### config.mk
export PLATFORM = sky130hd
export DESIGN_NAME = stack_unit
export DESIGN_NICKNAME = d
export VERILOG_FILES = /design/src/rtl/stack_pkg.sv /design/src/rtl/stack_ram.sv /design/src/rtl/stack_unit.sv
export SDC_FILE = /design/constraint.sdc
export NUM_CORES = 1
export LEC_CHECK = 0
export BUFFER_PORTS_ARGS = -buffer_cell sky130_fd_sc_hd__buf_2
export CELL_PAD_IN_SITES_DETAIL_PLACEMENT = 0
export CELL_PAD_IN_SITES_GLOBAL_PLACEMENT = 2
export CORE_MARGIN = 2
export CORE_UTILIZATION = 40
export CTS_BUF_LIST = sky130_fd_sc_hd__clkbuf_2
export CTS_CLUSTER_SIZE = 24
export DETAILED_ROUTE_END_ITERATION = 10
export MAX_ROUTING_LAYER = met4
export PLACE_DENSITY_LB_ADDON = 0.1
export SLEW_MARGIN = 30
export SYNTH_ARGS = -nofsm -noshare
export SYNTH_HDL_FRONTEND = slang
export SYNTH_HIERARCHICAL = 1
export SYNTH_SLANG_ARGS = --single-unit
### constraint.sdc
create_clock -name CLK -period 5.85 [get_ports CLK]
set_input_delay 1.17 -clock CLK [delete_from_list [all_inputs] [get_ports CLK]]
set_output_delay 1.17 -clock CLK [all_outputs]
set_load 0.005 [all_outputs]
### src/rtl/stack_pkg.sv
// stack_pkg: shared definitions for the stack unit.
//   stack_op_e    - 3-bit operation code carried on stackOP
//   MIN_*         - fewest valid entries each operation needs
//   MAX_HEADROOM  - free entries PUSH/DUP need (legal while count <= DEPTH-1)
//   min_operands  - operand minimum for any opcode (0 when there is none)
package stack_pkg;

    typedef enum logic [2:0] {
        OP_NOP     = 3'd0,
        OP_PUSH    = 3'd1,
        OP_POP     = 3'd2,
        OP_REPLACE = 3'd3,
        OP_POPREP  = 3'd4,
        OP_SWAP    = 3'd5,
        OP_DUP     = 3'd6,
        OP_CLEAR   = 3'd7
    } stack_op_e;

    localparam int unsigned MIN_REPLACE  = 1;
    localparam int unsigned MIN_POP      = 1;
    localparam int unsigned MIN_DUP      = 1;
    localparam int unsigned MIN_POPREP   = 2;
    localparam int unsigned MIN_SWAP     = 2;
    localparam int unsigned MAX_HEADROOM = 1;

    function automatic int unsigned min_operands(input stack_op_e op);
        case (op)
            OP_REPLACE: return MIN_REPLACE;
            OP_POP:     return MIN_POP;
            OP_DUP:     return MIN_DUP;
            OP_POPREP:  return MIN_POPREP;
            OP_SWAP:    return MIN_SWAP;
            default:    return 0;
        endcase
    endfunction

endpackage

### src/rtl/stack_ram.sv
// stack_ram: spill storage for the stack entries below the top two.
// One synchronous write port, one asynchronous read port, no reset.
//   clk   - write clock
//   we    - write enable
//   waddr - write address
//   wdata - write data
//   raddr - read address
//   rdata - read data (combinational from raddr)
module stack_ram #(
    parameter int WIDTH   = 16,
    parameter int ENTRIES = 14,
    parameter int AW      = 4
) (
    input  logic             clk,
    input  logic             we,
    input  logic [AW-1:0]    waddr,
    input  logic [WIDTH-1:0] wdata,
    input  logic [AW-1:0]    raddr,
    output logic [WIDTH-1:0] rdata
);

    logic [WIDTH-1:0] mem [ENTRIES];

    always_ff @(posedge clk) begin
        if (we) begin
            mem[waddr] <= wdata;
        end
    end

    assign rdata = mem[raddr];

endmodule

### src/rtl/stack_unit.sv
// stack_unit: hardware stack with the two top entries in registers (a, b)
// and the remaining DEPTH-2 entries in a circular spill array.
//   CLK     - clock, all state changes on the rising edge
//   reset   - asynchronous active-high reset
//   stackOP - operation (see stack_pkg::stack_op_e)
//   w       - write data for PUSH, REPLACE, POPREP
//   a, b    - top and second entry, registered
//   count   - number of valid entries, 0..DEPTH
//   empty   - count == 0
//   full    - count == DEPTH
//   err     - sticky overflow/underflow flag
// Build option STACK_GUARD_EN: illegal operations are suppressed and set
// err (cleared by reset or CLEAR). Without it, err is 0, overflow
// overwrites the oldest spilled entry and count saturates at both ends.
module stack_unit
    import stack_pkg::*;
#(
    parameter int WIDTH = 16,
    parameter int DEPTH = 16
) (
    input  logic                     CLK,
    input  logic                     reset,
    input  logic [2:0]               stackOP,
    input  logic [WIDTH-1:0]         w,
    output logic [WIDTH-1:0]         a,
    output logic [WIDTH-1:0]         b,
    output logic [$clog2(DEPTH):0]   count,
    output logic                     empty,
    output logic                     full,
    output logic                     err
);

    localparam int N  = DEPTH - 2;
    localparam int PW = (N > 1) ? $clog2(N) : 1;
    localparam int CW = $clog2(DEPTH) + 1;

    stack_op_e        op;
    logic [PW-1:0]    ptr;
    logic [PW-1:0]    ptr_inc;
    logic [PW-1:0]    ptr_dec;
    logic             has_b;
    logic             has_spill;
    logic             at_max;
    logic             do_op;
    logic             ram_we;
    logic [WIDTH-1:0] ram_rdata;
    logic [WIDTH-1:0] refill;

    assign op = stack_op_e'(stackOP);

    // ptr is the next free slot; the top spilled entry sits at ptr-1.
    // DEPTH-2 is generally not a power of two, so wrap explicitly.
    assign ptr_inc = (ptr == PW'(N - 1)) ? '0 : ptr + PW'(1);
    assign ptr_dec = (ptr == '0) ? PW'(N - 1) : ptr - PW'(1);

    assign has_b     = (count >= CW'(2));
    assign has_spill = (count >  CW'(2));
    assign at_max    = (count == CW'(DEPTH));

    // A register vacated with nothing left in the array loads zero.
    assign refill = has_spill ? ram_rdata : '0;

`ifdef STACK_GUARD_EN
    logic legal;

    always_comb begin
        legal = 1'b1;
        if (count < CW'(min_operands(op))) begin
            legal = 1'b0;
        end
        if ((op == OP_PUSH || op == OP_DUP) &&
            (count > CW'(DEPTH - int'(MAX_HEADROOM)))) begin
            legal = 1'b0;
        end
    end

    assign do_op = legal;
`else
    assign do_op = 1'b1;
    assign err   = 1'b0;
`endif

    // Old b only spills when it is a real entry. When the array is full
    // the write at ptr lands on the oldest entry, which is the intended
    // overwrite in the unguarded build. Writes are blocked during reset so
    // an interrupted operation leaves no trace.
    assign ram_we = !reset && do_op && has_b && (op == OP_PUSH || op == OP_DUP);

    stack_ram #(
        .WIDTH   (WIDTH),
        .ENTRIES (N),
        .AW      (PW)
    ) u_ram (
        .clk   (CLK),
        .we    (ram_we),
        .waddr (ptr),
        .wdata (b),
        .raddr (ptr_dec),
        .rdata (ram_rdata)
    );

    always_ff @(posedge CLK or posedge reset) begin
        if (reset) begin
            a     <= '0;
            b     <= '0;
            count <= '0;
            ptr   <= '0;
        end else if (do_op) begin
            case (op)
                OP_PUSH: begin
                    a <= w;
                    b <= a;
                    if (has_b)   ptr   <= ptr_inc;
                    if (!at_max) count <= count + CW'(1);
                end
                OP_POP: begin
                    a <= b;
                    b <= refill;
                    if (has_spill)      ptr   <= ptr_dec;
                    if (count != '0)    count <= count - CW'(1);
                end
                OP_REPLACE: begin
                    a <= w;
                end
                OP_POPREP: begin
                    a <= w;
                    b <= refill;
                    if (has_spill)      ptr   <= ptr_dec;
                    if (count != '0)    count <= count - CW'(1);
                end
                OP_SWAP: begin
                    a <= b;
                    b <= a;
                end
                OP_DUP: begin
                    b <= a;
                    if (has_b)   ptr   <= ptr_inc;
                    if (!at_max) count <= count + CW'(1);
                end
                OP_CLEAR: begin
                    a     <= '0;
                    b     <= '0;
                    count <= '0;
                    ptr   <= '0;
                end
                default: ;
            endcase
        end
    end

`ifdef STACK_GUARD_EN
    always_ff @(posedge CLK or posedge reset) begin
        if (reset) begin
            err <= 1'b0;
        end else if (!legal) begin
            err <= 1'b1;
        end else if (op == OP_CLEAR) begin
            err <= 1'b0;
        end
    end
`endif

    assign empty = (count == '0);
    assign full  = (count == CW'(DEPTH));

endmodule

* Word-level counts from Yosys, hierarchy flattened
Memories as Yosys holds them, arrays and structs flattened.
Cells that the tools add are included.
** Word-level totals
- Flip-flop bits (word level) :: 41
- Input bits :: 21
- Bits in latches :: 0
- ROM bits :: 0
- Logic and storage cells :: 54
- Bits in writable memories :: 224
- Output and inout bits :: 40
- Memories :: 1
** Cells by class
- Div/mod/pow operators :: 0
- Add/subtract/negate cells :: 4
- Shifts and indexed selects :: 0
- Equality and inequality tests :: 13
- Magnitude comparators :: 2
- Multiply operators :: 0
- Reduce and logical (&&, ||, !) cells :: 17
- Bitwise gates (word level) :: 0
- Mux-type cells :: 13
** Memory list
- u_ram.mem :: words 14, width 16, read ports 1, clocked after memory_dff 0, write ports 1, RTL line stack_ram.sv:22 : logic [WIDTH-1:0] mem [ENTRIES];
** Operators with widths (number)
- $pmux 16 s3 :: 2
- $mux 16 :: 1
- $mux 4 :: 4
- $pmux 5 s3 :: 1
- $eq 3x3->1 const B :: 4
- $pmux 4 s3 :: 1
- $mux 5 :: 2
- $reduce_bool 3->1 :: 3
- $eq 3x2->1 const B :: 2
- $ne 2x1->1 const B :: 3
- $reduce_and 3->1 :: 2
- $reduce_or 2->1 :: 3
- $reduce_or 3->1 :: 2
- $add 5x1->5 const B :: 1
- $eq 5x5->1 const B :: 1
- $ge 5x2->1 const B :: 1
- $gt 5x2->1 const B :: 1
- $logic_not 5->1 :: 1
- $reduce_bool 5->1 :: 1
- $sub 5x1->5 const B :: 1
- $add 4x1->4 const B :: 1
- $eq 4x4->1 const B :: 1
- $logic_not 4->1 :: 1
- $sub 4x1->4 const B :: 1
- 6 further kinds :: 8

* Depth between registers and ports, before layout
Gate-level depths: netlist of run 1.
- Depth after elaboration :: 5
- Depth in mapped cells :: 13
- Depth with buffers taken out :: 10

* Hierarchy
The synthesis of run 1 kept the hierarchy.
** By module, submodules not included
- stack_ram :: area each 8600.7 um^2, sequential area each 6726.5 um^2, cells each 379, times used 1
- stack_unit :: area each 2616.3 um^2, sequential area each 1026.0 um^2, cells each 286, times used 1

* Least setup slack after synthesis of run 1
OpenSTA, ideal clock, no wires.
- Path type :: input port to flip-flop
- From :: in stackOP[2]
- To :: mem u_ram.mem[0][0], enable pin
- Arrival :: 3.657 ns
- Cell stages on the path :: 7
- Path buffers :: 1
- Setup time :: 0.409 ns
- Data required time :: 5.441 ns
- Slack :: 1.783 ns
- Cells stage by stage :: buf_4 > nand2b_4 > o22ai_4 > inv_4 > nor3_1 > or3b_2 > nor3_1
** On the way
- Longest elaborated chain between the ends :: 5
- Elaborated cells between the ends (all ways) :: 6
- Those cells by class :: eq/ne (2); mux (2); reduce/logical (2)
** RTL lines
- start, declared :: RTL line stack_unit.sv:23 : input logic [2:0] stackOP,
- $eq 3x1->1 or $eq 3x3->1 (tied branches) :: RTL line stack_unit.sv:87 : assign ram_we = !reset && do_op && has_b && (op == OP_PUSH || op == OP_DUP);
- $logic_or 1x1->1 (*) :: RTL line stack_unit.sv:87
- $logic_and 1x1->1 (*) :: RTL line stack_unit.sv:87
- named net ram_we :: RTL line stack_unit.sv:45 : logic ram_we;
- $mux 1 (*) :: RTL line stack_ram.sv:25 : if (we) begin
- $mux 1 (implied by the code) (*) :: RTL line stack_ram.sv:26 : mem[waddr] <= wdata;
- end, declared :: RTL line stack_ram.sv:22
The timed path passes the listed nets; every way through them passes the cells marked *.

* Worst setup path in the final report of run 1
- From :: reg ptr[0]
- To :: reg b[1]
** On the way
- Longest elaborated chain between the ends :: 5
- Elaborated cells between the ends (all ways) :: 6
- Those cells by class :: add/sub (1); mux (3); reduce/logical (1); memory (1)
** RTL lines
- start, declared :: RTL line stack_unit.sv:38 : logic [PW-1:0] ptr;
- start signal, assigned :: RTL line stack_unit.sv:113 : if (has_b) ptr <= ptr_inc;
- start signal, assigned :: RTL line stack_unit.sv:119 : if (has_spill) ptr <= ptr_dec;
- start signal, assigned :: RTL line stack_unit.sv:128 : if (has_spill) ptr <= ptr_dec;
- $sub 4x1->4 or $logic_not 4->1 (tied branches) :: RTL line stack_unit.sv:54 : assign ptr_dec = (ptr == '0) ? PW'(N - 1) : ptr - PW'(1);
- $mux 4 (*) :: RTL line stack_unit.sv:54
- named net ptr_dec[0] :: RTL line stack_unit.sv:40 : logic [PW-1:0] ptr_dec;
- $mem_v2 14x16 (*)
- named net ram_rdata[1] :: RTL line stack_unit.sv:46 : logic [WIDTH-1:0] ram_rdata;
- $mux 16 (*) :: RTL line stack_unit.sv:61 : assign refill = has_spill ? ram_rdata : '0;
- $pmux 16 s3 (*) :: RTL line stack_unit.sv:109 : case (op)
- end signal, assigned :: RTL line stack_unit.sv:118 : b <= refill;
- end signal, assigned :: RTL line stack_unit.sv:127 : b <= refill;
- end, declared :: RTL line stack_unit.sv:26 : output logic [WIDTH-1:0] b,
Marks and branches as above.
A chain may end at the register's enable or synchronous reset.

==> results.txt, run 1 <==
Crit path max-delay family: simple AND/OR/NAND/NOR gates
number of post-CTS setup repair buffers: 0
combined buffer and inverter count along the critical path: 2
Static Leakage: 4.55 nW
Cell Pwr Density: 497 nW/um^2
Worst R2R Setup Slack: 2.09 ns
CTS tree: done
launching point of the worst reg2reg path: ptr[0]
Post-layout nets: 808
distinct cell type count of the synthesized netlist: 57
element type at the critical path end: register
Worst-Skew Late Latency: 0.81 ns
per-instance average area after synthesis: 16.9 um^2
final period utilization: 0.643
total overflow reported by the global router: 0
Seq/Total Area, Yosys: 0.691
Worst Clk Skew: 0.0794 ns
number of setup violations in the final report: 0
Cell Chain, Critical Path: inv_1, ha_1, nand3_1, nand2_4, buf_4, mux4_2, mux2i_1, a21oi_1, a22oi_1, o21ai_1
maximum number of pins on one net before global-route repair: 39
layout cell share with drive strength beyond 1: 0.330
vertical extent of the die: 171 um
CTS Root Buffer Type: sky130_fd_sc_hd__clkbuf_2
count of nets left with antenna violations after detail routing: 0
vias in the first global route: 6749
FFs w/ async S/R, synth: 0.155
post_cts resized: 0
maximum ir drop on the vdd rail: 0.281 mV
TritonCTS buffer count: 71
maximum frequency from static timing analysis: 266 MHz
H-tree depth: 3
data arrival time at the worst-slack endpoint: 4.38 ns
post-detailed-placement half-perimeter wirelength: 17600 um
top metal layer carrying routed signals: met4
DRC violation count after routing: 0
critical path's slowest cell: sky130_fd_sc_hd__nand2_4
starting density of the core: 0.405
Net Count, Synth: 691
Crit path largest cell delay: 0.62 ns
synthesized instance count: 665
area growth from synthesis to layout: 12.2%
required time at the worst-slack endpoint: 6.47 ns
buffer depth of the longest clock path: 3
Synth Cell Area: 11200 um^2
path class of the lowest-slack min-delay path: in -> async
count of clock tree sinks: 265
Yosys warnings: 6
Final Routed Wirelength: 28000 um
Metal-1 WL: 12500 um
WL per Instance: 23.3 um
maximum fanout along the worst path: 38
total chip power: 6.25 mW
Design Area, Final: 12600 um^2
type of the worst setup path: reg -> reg
worst setup path end: b[1]
Slew Limit Headroom: 0.434
number of placed I/O pins: 61
number of violations reported at the end of detailed-routing iteration 0: 523
Horiz. Die Dim: 171 um
core region area: 27700 um^2
setup repair after global routing missed its margin: no
count of port buffers added during placement: 59
maxcap violations: 0
antenna violations before repair: 1
via density per instance: 5.43
Post-Route Setup TNS: 0 ns
number of hold-slack violations in the final timing report: 0
placed instance area: 12000 um^2
number of flops mapped to enable cells by yosys: 224
number of detailed-route iterations in the first pass: 5
detailed-routed wire length on met3: 1380 um
weighted congestion at the end of routability-driven global placement: 0.882
worst hold margin: 0.360 ns
run status: finished clean
detailed-routed wire length on met2: 13400 um
number of vias in the routed layout: 6554
global-route wire length before repair: 41900 um
number of cells traversed by the worst register-to-register path: 10
final critical-path required period: 3.76 ns
Critical Path Stages: 10
number of inserted filler cells in the final layout: 2468
Die Outline Area: 29400 um^2
launch point of the worst path: ptr[0]
count of state elements after synthesis: 265
transition time at the pin with the least slew margin: 0.845 ns
Std-Cell Rows: 61
number of pins exceeding their max-slew limit in the final report: 0
category of the worst setup path launch point: register
clock transition time at the flip-flop clock pins of the worst setup and hold paths: 0.10 ns
critical register-to-register path endpoint: b[1]
all-layer global routing usage: 0.202
hold_buf cts: 0
commonest register cell after synthesis: sky130_fd_sc_hd__edfxtp_1
-- stage by stage --
stage | worst slack (ns) | utilization | cells
5_1_grt | 1.76 | 0.454 | 1206
2_1_floorplan | 1.78 | - | 665
6_report | 2.09 | 0.454 | 1206
3_5_place_dp | 1.75 | 0.432 | 1087
4_1_cts | 2.03 | 0.454 | 1205
3_3_place_gp | 1.85 | 0.432 | 1086
-- synthesized netlist by cell type, drive strengths merged, types with 3 or more instances --
library cell,number,area share
nand2b,6,0.0040
nand3,4,0.0018
mux4,48,0.099
nor3,10,0.0054
edfxtp,224,0.60
buf,31,0.020
xnor2,4,0.0031
mux2,16,0.016
ha,5,0.0056
nor2,27,0.0090
a22oi,36,0.024
nand2,26,0.0087
mux2i,33,0.029
clkbuf,12,0.0042
and2,3,0.0017
dfrtp,41,0.091
a21oi,37,0.017
inv,9,0.0032
o22ai,19,0.012
o21ai,44,0.020
-- sequential cells by signal, indices dropped and copies added (netlist names) --
register / cells
u_ram/mem: 224
a: 16
b: 16
count: 5
ptr: 4
-- kinds of logic after synthesis --
| logic type | share of synthesized area |
|---|---|
| adder cells (fa/ha/maj) | 0.00558 |
| AO/OA/AOI/OAI | 0.0844 |
| AND/OR/NAND/NOR | 0.0421 |
| flip-flops | 0.691 |
| buffers and inverters | 0.0277 |
| XOR/XNOR | 0.00390 |
| other | 0.000334 |
| multiplexers | 0.145 |
-- how the worst min path moves through the flow --
| stage | start | endpoint | slack, ns | depth (start not counted) |
|---|---|---|---|---|
| finish | reset | count[2] | 0.36 | 2 |
| global route | reset | count[2] | 0.30 | 2 |
| CTS | reset | count[2] | 0.28 | 2 |
| detailed placement | a[15] | b[15] | 0.61 | 2 |
| global placement | a[15] | b[15] | 0.60 | 2 |
| floorplan | a[0] | b[0] | 0.57 | 2 |
-- power by group --
group	total (mW)	internal, mW	switching, mW
combinational	2.30	0.951	1.35
clock	1.24	0.500	0.745
sequential	2.70	2.38	0.325
total	6.25	3.83	2.42
-- cell type report --
cell class              count  area [um^2]  area share
clock buffers             100          500      0.0398
inverters                   9         36.3     0.00288
diodes                      1         2.50    0.000199
repair buffers             87          509      0.0405
flip-flops and latches    265         7750       0.616
clock inverters            18          104     0.00825
well taps                 378          473      0.0376
multi-input cells         348         3200       0.255
-- cell usage in the layout (no fill, tap or decap), types with 5 or more instances in the layout --
cell type                  synthesis  layout
sky130_fd_sc_hd__o21ai_0          26      26
sky130_fd_sc_hd__a22oi_1          36      36
sky130_fd_sc_hd__buf_2            13      59
sky130_fd_sc_hd__mux2_2           16      16
sky130_fd_sc_hd__nand2_1          26      25
sky130_fd_sc_hd__a21oi_1          37      37
sky130_fd_sc_hd__edfxtp_1        224     224
sky130_fd_sc_hd__clkinv_1          0      11
sky130_fd_sc_hd__o22ai_1          18      18
sky130_fd_sc_hd__ha_1              5       5
sky130_fd_sc_hd__mux2i_1          33      33
sky130_fd_sc_hd__nor3_2            2       5
sky130_fd_sc_hd__dfrtp_1          41      41
sky130_fd_sc_hd__clkbuf_2          2     100
sky130_fd_sc_hd__inv_1             8       7
sky130_fd_sc_hd__buf_4             9      27
sky130_fd_sc_hd__nor2_1           27      27
sky130_fd_sc_hd__nand2b_1          5       5
sky130_fd_sc_hd__o21ai_1          16      16
sky130_fd_sc_hd__mux4_2           39      39
sky130_fd_sc_hd__mux4_1            9       9
-- routing by layer --
layer | vias to the layer above | global-route usage
met3 | 53 | 0.0370
met5 | - | -
met4 | 0 | 0.0796
li1 | 2934 | -
met1 | 3382 | 0.273
met2 | 185 | 0.306
Power figures use the tool's default switching activity.
==> run 2: changes to the inputs <==
--- a/config.mk
+++ b/config.mk
@@ -5,11 +5,12 @@
 export SDC_FILE = /design/constraint.sdc
 export NUM_CORES = 1
 export LEC_CHECK = 0
+export ABC_AREA = 1
 export BUFFER_PORTS_ARGS = -buffer_cell sky130_fd_sc_hd__buf_2
 export CELL_PAD_IN_SITES_DETAIL_PLACEMENT = 0
 export CELL_PAD_IN_SITES_GLOBAL_PLACEMENT = 2
 export CORE_MARGIN = 2
-export CORE_UTILIZATION = 40
+export CORE_UTILIZATION = 37
 export CTS_BUF_LIST = sky130_fd_sc_hd__clkbuf_2
 export CTS_CLUSTER_SIZE = 24
 export DETAILED_ROUTE_END_ITERATION = 10
==> constraint.sdc (replaced) <==
create_clock -name CLK -period 3.45 [get_ports CLK]
set_input_delay 0.69 -clock CLK [delete_from_list [all_inputs] [get_ports CLK]]
set_output_delay 0.69 -clock CLK [all_outputs]
set_load 0.005 [all_outputs]
==> run 2 against run 1 <==
Effect of this change:
- combinational power rose to 2.7 times the previous value
- synthesized cell count rose by 78%
- worst hold slack worse by 0.26 ns
- final cell count rose by 46%
- wire length rose by 37%
- sequential share of layout area fell by 4.3 points
- core utilization down 2.5 points
- non-clock buffer count up 24
- first-iteration DRC count rose by 19%
- clock-buffer cell count grew 11
- critical path type unchanged
- largest cell class unchanged
==> results.txt, run 2 <==
clock transition time at the flip-flop clock pins of the worst setup and hold paths: 0.11 ns (about the same)
launch point of the worst path: ptr[1]
vias in the first global route: 8911 (+32%)
post_cts resized: 0 (unchanged)
most used cells in the layout excluding fill and tap cells: 367 x sky130_fd_sc_hd__nand2_1, 224 x sky130_fd_sc_hd__edfxtp_1, 169 x sky130_fd_sc_hd__nand3_1
post-layout worst setup margin: 0.664 ns (-1.43 ns)
Post-layout nets: 1331 (+65%)
CTS Root Buffer Type: sky130_fd_sc_hd__clkbuf_2
vertical extent of the die: 183 um (+6.7%)
layout cell share with drive strength beyond 1: 0.190 (-0.140)
post-detailed-placement half-perimeter wirelength: 24100 um (+37%)
number of inserted filler cells in the final layout: 3195 (+29%)
most repeated cell in the gate-level netlist after synthesis: sky130_fd_sc_hd__nand2_1
compound-cell area share of the yosys netlist: 0.0428 (-0.0416)
maxcap violations: 0 (unchanged)
number of detailed-route iterations in the first pass: 5 (unchanged)
parity-gate share of the synthesized area counting xor and xnor cells: 0.00369 (-0.000211)
combinational share of power: 0.475 (+0.106)
weighted congestion at the end of routability-driven global placement: 0.814 (-7.7%)
per-instance average area after synthesis: 10.0 um^2 (-41%)
count of port buffers added during placement: 59 (unchanged)
H-tree depth: 3 (unchanged)
number of post-CTS setup repair buffers: 0 (unchanged)
Worst Clk Skew: 0.0714 ns (-0.00805 ns)
biggest area consumer among synthesized cells: sky130_fd_sc_hd__edfxtp_1
number of pins exceeding their max-slew limit in the final report: 0 (unchanged)
Internal: 6.95 mW (+81%)
antenna violations before repair: 2 (+1)
via density per instance: 5.11 (-6.0%)
FFs w/ async S/R, synth: 0.155 (unchanged)
share of synthesized area spent on multiplexers: 0 (-0.145)
element type at the critical path end: register
global-route wire length before repair: 56800 um (+36%)
number of violations reported at the end of detailed-routing iteration 0: 624 (+19%)
synthesized instance count: 1183 (+78%)
Switching Power: 6.16 mW (+150%)
post-synth top area share: 0.567 (-0.0325)
area growth from synthesis to layout: 14.1%
top cells by count, synth: 368 x sky130_fd_sc_hd__nand2_1, 224 x sky130_fd_sc_hd__edfxtp_1, 169 x sky130_fd_sc_hd__nand3_1
crit-path most repeated cell: sky130_fd_sc_hd__nand2_1
largest cells by area after synthesis: sky130_fd_sc_hd__edfxtp_1 57%, sky130_fd_sc_hd__nand2_1 12%, sky130_fd_sc_hd__dfrtp_1 8.7%
maximum fanout along the worst path: 20 (-47%)
number of setup violations in the final report: 0 (unchanged)
share of power burned in registers: 0.342 (-0.090)
Horiz. Die Dim: 183 um (+6.7%)
type of the worst setup path: reg -> reg
proportion of power drawn by the clock network: 0.183 (-0.016)
count of nets left with antenna violations after detail routing: 0 (unchanged)
critical path's slowest cell: sky130_fd_sc_hd__inv_1
final critical-path required period: 2.79 ns (-0.974 ns)
Crit path max-delay family: buffers and inverters
count of clock tree sinks: 265 (unchanged)
WL per Instance: 21.8 um (-6.4%)
Cell Pwr Density: 969 nW/um^2 (+95%)
Std-Cell Rows: 65 (+6.6%)
final period utilization: 0.808 (+0.165)
Placement Setup Slack: 0.685 ns (-1.07 ns)
all-layer global routing usage: 0.240 (+0.0376)
total chip power: 13.1 mW (+110%)
Post-Route Setup TNS: 0 ns (unchanged)
register ranked first by flip-flop count: u_ram/mem
share of synthesized cell area in and, or, nand and nor gates: 0.226 (+0.184)
CTS tree: done
Synth Cell Area: 11900 um^2 (+5.7%)
TritonCTS buffer count: 73 (+2.8%)
buffer depth of the longest clock path: 3 (unchanged)
number of flops mapped to enable cells by yosys: 224 (unchanged)
Static Leakage: 5.81 nW (+28%)
footprint of the multi-input gates: 3350 um^2 (+4.5%)
total overflow reported by the global router: 0 (unchanged)
maximum ir drop on the vdd rail: 0.835 mV (+200%)
placed cell count: 1631 (+50%)
Yosys warnings: 6 (unchanged)
Synth Area in Adders: 0.00528 (-0.000302)
run status: finished clean
non-filler cells, final: 1763 (+46%)
number of hold-slack violations in the final timing report: 0 (unchanged)
starting density of the core: 0.376 (-0.0291)
transition time at the pin with the least slew margin: 0.960 ns (+0.115 ns)
Crit path largest cell delay: 0.67 ns (+0.05 ns)
Worst-Skew Late Latency: 0.85 ns (+0.04 ns)
flip-flop count of the largest register after layout: 224 (unchanged)
maximum number of pins on one net before global-route repair: 90 (+130%)
maximum frequency from static timing analysis: 359 MHz (+35%)
startpoint of the most critical hold path: w[5]
launching point of the worst reg2reg path: ptr[1]
category of the worst setup path launch point: register
commonest register cell after synthesis: sky130_fd_sc_hd__edfxtp_1
Net Count, Synth: 1209 (+75%)
largest registers: u_ram/mem (224), a (16), b (16)
Seq/Total Area, Yosys: 0.654 (-0.0374)
Die Outline Area: 33500 um^2 (+14%)
DRC violation count after routing: 0 (unchanged)
required time at the worst-slack endpoint: 4.17 ns (-2.30 ns)
Slew Limit Headroom: 0.360 (-0.0740)
path class of the lowest-slack min-delay path: in -> reg
setup repair after global routing missed its margin: no
number of placed I/O pins: 61 (unchanged)
core region area: 31600 um^2 (+14%)
register cell area after layout: 7750 um^2 (unchanged)
combinational family with the most area after synthesis: simple AND/OR/NAND/NOR gates
data arrival time at the worst-slack endpoint: 3.51 ns (-0.87 ns)
combined buffer and inverter count along the critical path: 3 (+1)
number of vias in the routed layout: 9006 (+37%)
Final Routed Wirelength: 38400 um (+37%)
distinct cell type count of the synthesized netlist: 30 (-47%)
Cell Chain, Critical Path: inv_1, ha_1, nand2_1, nand2_1, nor2_1, a21oi_1, inv_1, buf_4, nand3_1, nand2_1, nand4_1, a21oi_1
count of state elements after synthesis: 265 (unchanged)
switching power as a share of total power: 0.470 (+0.0826)
most common library cell in the layout ignoring fill and taps: sky130_fd_sc_hd__nand2_1
==> run 2: cell count changes in the layout (fill, tap and decap cells not counted), sizes merged, moves of 23 or more <==
| cell | change |
|---|---|
| nand2 | +345 |
| mux2i | -33 |
| a22oi | -36 |
| buf | +23 |
| mux4 | -48 |
| nand3 | +166 |
| inv | +113 |
==> run 2: cell families (layout without fill, tap and decap cells) <==
logic type / count (synthesis) / in the layout
AOI/OAI and AO/OA: 97 / 97
DFF: 265 / 265
adders and majority gates: 5 / 5
and+or+nand+nor: 622 / 622
xor gates and xnor gates: 5 / 5
buffers and inverters: 188 / 365
other: 1 / 2
==> run 2: layout make-up <==
class / count / area share
clock inverters: 19 / 0.0115
repair buffers: 111 / 0.0555
inverters: 124 / 0.0347
diodes: 1 / 0.000185
well taps: 402 / 0.0372
clock buffers: 111 / 0.0410
multi-input cells: 730 / 0.247
flip-flops and latches: 265 / 0.573
==> run 2: path summary, 6_finish.rpt <==
kind	end	slack, ns	cells after the start
setup / recovery	b[14]	0.66	12
hold / removal	a[5]	0.10	3
setup reg to reg	b[14]	0.66	12
hold reg to reg	ptr[0]	0.59	2
max in group asynchronous	a[14]	2.51	3
min in group asynchronous	b[6]	0.49	3
==> run 2: tightest hold or removal path: cells and delay by family <==
kind                   cells  cell delay (ns)
AO/OA/AOI/OAI              1             0.07
AND/OR/NAND/NOR            1             0.07
buffers and inverters      1             0.09
==> run 2: routing by layer <==
metal,up-vias,wire length [um],track usage
met2,265,17900,0.371
met1,4416,17700,0.322
met5,-,0,-
met3,48,2000,0.0441
met4,0,800,0.0765
li1,4277,-,-
==> run 2: metrics by stage <==
stage / utilization / area, um^2 / hold WS [ns]
after floorplan: - / 11900 / 0.515
after global placement: 0.406 / 12800 / 0.561
after detailed placement: 0.406 / 12800 / 0.556
after CTS: 0.429 / 13500 / 0.0102
after global routing: 0.429 / 13500 / 0.0532
final: 0.429 / 13500 / 0.101
==> run 2: timing repair <==
| item | CTS | global route |
|---|---|---|
| endpoints found under the setup margin | 0 | 0 |
| endpoints found under the hold margin | 41 | 0 |
| hold buffers | 1 | 0 |
==> run 2: power by group through the flow <==
stage	Sequential, mW	Combinational [mW]	Clock [mW]
final	4.49	6.22	2.40
after global routing	4.52	6.82	2.67
after CTS	4.49	6.29	2.49
after detailed placement	4.56	6.27	0
after global placement	4.56	6.28	0
after floorplan	4.59	3.40	0
==> run 3: changes to the inputs <==
--- a/config.mk
+++ b/config.mk
@@ -5,12 +5,12 @@
 export SDC_FILE = /design/constraint.sdc
 export NUM_CORES = 1
 export LEC_CHECK = 0
-export ABC_AREA = 1
+export ABC_AREA = 0
 export BUFFER_PORTS_ARGS = -buffer_cell sky130_fd_sc_hd__buf_2
 export CELL_PAD_IN_SITES_DETAIL_PLACEMENT = 0
 export CELL_PAD_IN_SITES_GLOBAL_PLACEMENT = 2
 export CORE_MARGIN = 2
-export CORE_UTILIZATION = 37
+export CORE_UTILIZATION = 40
 export CTS_BUF_LIST = sky130_fd_sc_hd__clkbuf_2
 export CTS_CLUSTER_SIZE = 24
 export DETAILED_ROUTE_END_ITERATION = 10
==> constraint.sdc (replaced) <==
create_clock -name CLK -period 2.35 [get_ports CLK]
set_input_delay 0.47 -clock CLK [delete_from_list [all_inputs] [get_ports CLK]]
set_output_delay 0.47 -clock CLK [all_outputs]
set_load 0.005 [all_outputs]
==> run 3 against run 2 <==
Effect of this change:
- the flow now finishes with violations (setup timing)
- flip-flop and latch count stayed put
- core utilization is 7.8 points higher
- register-to-register slack worse by 0.74 ns
- clock power is 37% higher
- largest power group unchanged
- cell area is 3.9% higher
- critical path depth is 1 lower
- power is 35% higher
==> results.txt, run 3 (synthesis results as in run 1) <==
run status: complete, but fails checks
failing checks: setup timing
Die Outline Area: 29400 um^2 (-12%)
number of inserted filler cells in the final layout: 2385 (-25%)
most used cells in the layout excluding fill and tap cells: 224 x sky130_fd_sc_hd__edfxtp_1, 105 x sky130_fd_sc_hd__clkbuf_2, 69 x sky130_fd_sc_hd__buf_4
Std-Cell Rows: 61 (-6.2%)
post-layout worst setup margin: -0.0729 ns (-0.736 ns)
maximum ir drop on the vdd rail: 0.513 mV (-39%)
Worst-Skew Late Latency: 0.82 ns (-0.03 ns)
maximum number of pins on one net before global-route repair: 33 (-63%)
number of pins exceeding their max-slew limit in the final report: 0 (unchanged)
largest registers: u_ram/mem (224), a (16), b (16)
buffer depth of the longest clock path: 3 (unchanged)
H-tree depth: 3 (unchanged)
weighted congestion at the end of routability-driven global placement: 0.828 (+1.8%)
maximum fanout along the worst path: 7 (-65%)
CTS Root Buffer Type: sky130_fd_sc_hd__clkbuf_2
Worst R2R Setup Slack: -0.07 ns (-0.74 ns)
Design Area, Final: 14100 um^2 (+3.9%)
number of violations reported at the end of detailed-routing iteration 0: 524 (-16%)
vertical extent of the die: 171 um (-6.3%)
non-filler cells, final: 1312 (-26%)
path class of the lowest-slack min-delay path: in -> reg
Cell Pwr Density: 1260 nW/um^2 (+30%)
setup repair after global routing missed its margin: yes
antenna violations before repair: 1 (-1)
TritonCTS buffer count: 69 (-5.5%)
number of hold-slack violations in the final timing report: 0 (unchanged)
count of clock tree sinks: 265 (unchanged)
placed instance area: 12700 um^2 (-0.71%)
flip-flop count of the largest register after layout: 224 (unchanged)
CTS tree: done
DRC violation count after routing: 0 (unchanged)
core region area: 27700 um^2 (-12%)
number of placed I/O pins: 61 (unchanged)
Slew Limit Headroom: 0.615 (+0.256)
starting density of the core: 0.405 (+0.0291)
final critical-path required period: 2.42 ns (-0.364 ns)
type of the worst setup path: reg -> reg
hold-critical path depth: 3 (unchanged)
Horiz. Die Dim: 171 um (-6.3%)
all-layer global routing usage: 0.220 (-0.0201)
launch point of the worst path: ptr[0]
Worst Clk Skew: 0.0831 ns (+0.0117 ns)
register ranked first by flip-flop count: u_ram/mem
Post-layout nets: 902 (-32%)
footprint of the multi-input gates: 3390 um^2 (+1.4%)
count of nets left with antenna violations after detail routing: 0 (unchanged)
clock transition time at the flip-flop clock pins of the worst setup and hold paths: 0.10 ns (about the same)
number of vias in the routed layout: 7024 (-22%)
number of setup violations in the final report: 7 (+7)
maxcap violations: 0 (unchanged)
worst hold margin: 0.190 ns (+0.0882 ns)
required time at the worst-slack endpoint: 3.00 ns (-1.17 ns)
Final Routed Wirelength: 31000 um (-19%)
total overflow reported by the global router: 0 (unchanged)
register cell area after layout: 7760 um^2 (+0.13%)
total chip power: 17.7 mW (+35%)
maximum frequency from static timing analysis: 413 MHz (+15%)
startpoint of the most critical hold path: stackOP[0]
Static Leakage: 5.17 nW (-11%)
final period utilization: 1.03 (+0.223)
layout cell share with drive strength beyond 1: 0.431 (+0.240)
number of cells traversed by the worst register-to-register path: 11 (-1)
element type at the critical path end: register
transition time at the pin with the least slew margin: 0.577 ns (-0.383 ns)
data arrival time at the worst-slack endpoint: 3.07 ns (-0.44 ns)
WL per Instance: 23.6 um (+8.5%)
launching point of the worst reg2reg path: ptr[0]
post-detailed-placement half-perimeter wirelength: 19000 um (-21%)
placed cell count: 1140 (-30%)
count of port buffers added during placement: 59 (unchanged)
via density per instance: 5.35 (+4.8%)
area growth from synthesis to layout: 25.3%
most common library cell in the layout ignoring fill and taps: sky130_fd_sc_hd__edfxtp_1
global-route wire length before repair: 44700 um (-21%)
category of the worst setup path launch point: register
vias in the first global route: 7303 (-18%)
number of detailed-route iterations in the first pass: 5 (unchanged)
## run 3: worst paths after layout
check	endpoint
max in group asynchronous	b[6]
setup / recovery	b[4]
setup reg to reg	b[4]
hold reg to reg	b[0]
min in group asynchronous	a[15]
hold / removal	a[5]
## run 3: metal layers
layer,up-vias,GRT usage,share of wire
met4,0,0.0715,0.024
met2,214,0.366,0.50
met5,-,-,0
met1,3614,0.271,0.42
met3,49,0.0433,0.047
li1,3147,-,-
## run 3: per-stage QoR
stage / setup TNS (ns) / utilization / setup WS (ns)
after CTS: -0.582 / 0.502 / -0.116
after floorplan: -6.47 / - / -0.176
after global placement: -2.90 / 0.459 / -0.118
final: -0.191 / 0.507 / -0.0729
after detailed placement: -3.88 / 0.459 / -0.145
after global routing: -1.41 / 0.507 / -0.145
## run 3: worst max-delay path, stage by stage (launching register included)
cell	delay [ns]
sky130_fd_sc_hd__dfrtp_2	0.42
sky130_fd_sc_hd__inv_2	0.08
sky130_fd_sc_hd__ha_4	0.15
sky130_fd_sc_hd__nand3_4	0.10
sky130_fd_sc_hd__nand2_8	0.15
sky130_fd_sc_hd__buf_12	0.15
sky130_fd_sc_hd__buf_4	0.11
sky130_fd_sc_hd__mux4_1	0.59
sky130_fd_sc_hd__o22ai_2	0.18
sky130_fd_sc_hd__a21oi_2	0.05
sky130_fd_sc_hd__a22oi_1	0.20
sky130_fd_sc_hd__o21ai_1	0.09
## run 3: timing repair
| action | in CTS | in global routing |
|---|---|---|
| setup endpoints to repair | 16 | 22 |
| endpoints found under the hold margin | 34 | 0 |
| buffers inserted | 12 | 11 |
| hold buffers | 17 | 0 |
| pin swaps | 16 | 11 |
| cloned | 4 | 1 |
| resized for setup | 33 | 22 |
## run 3: layout make-up
| cell class | instances | area share |
|---|---|---|
| clock buffer | 105 | 0.0374 |
| clock inverter | 23 | 0.0107 |
| multi-input combinational | 348 | 0.241 |
| timing repair buffer | 183 | 0.122 |
| antenna | 1 | 0.000178 |
| tap | 378 | 0.0336 |
| sequential | 265 | 0.552 |
| inverter | 9 | 0.00258 |
## run 3: power by group
part           internal [mW]  switching (mW)  total, mW
combinational           4.01            3.90       7.90
sequential              5.93           0.608       6.54
clock                   1.41            1.86       3.28
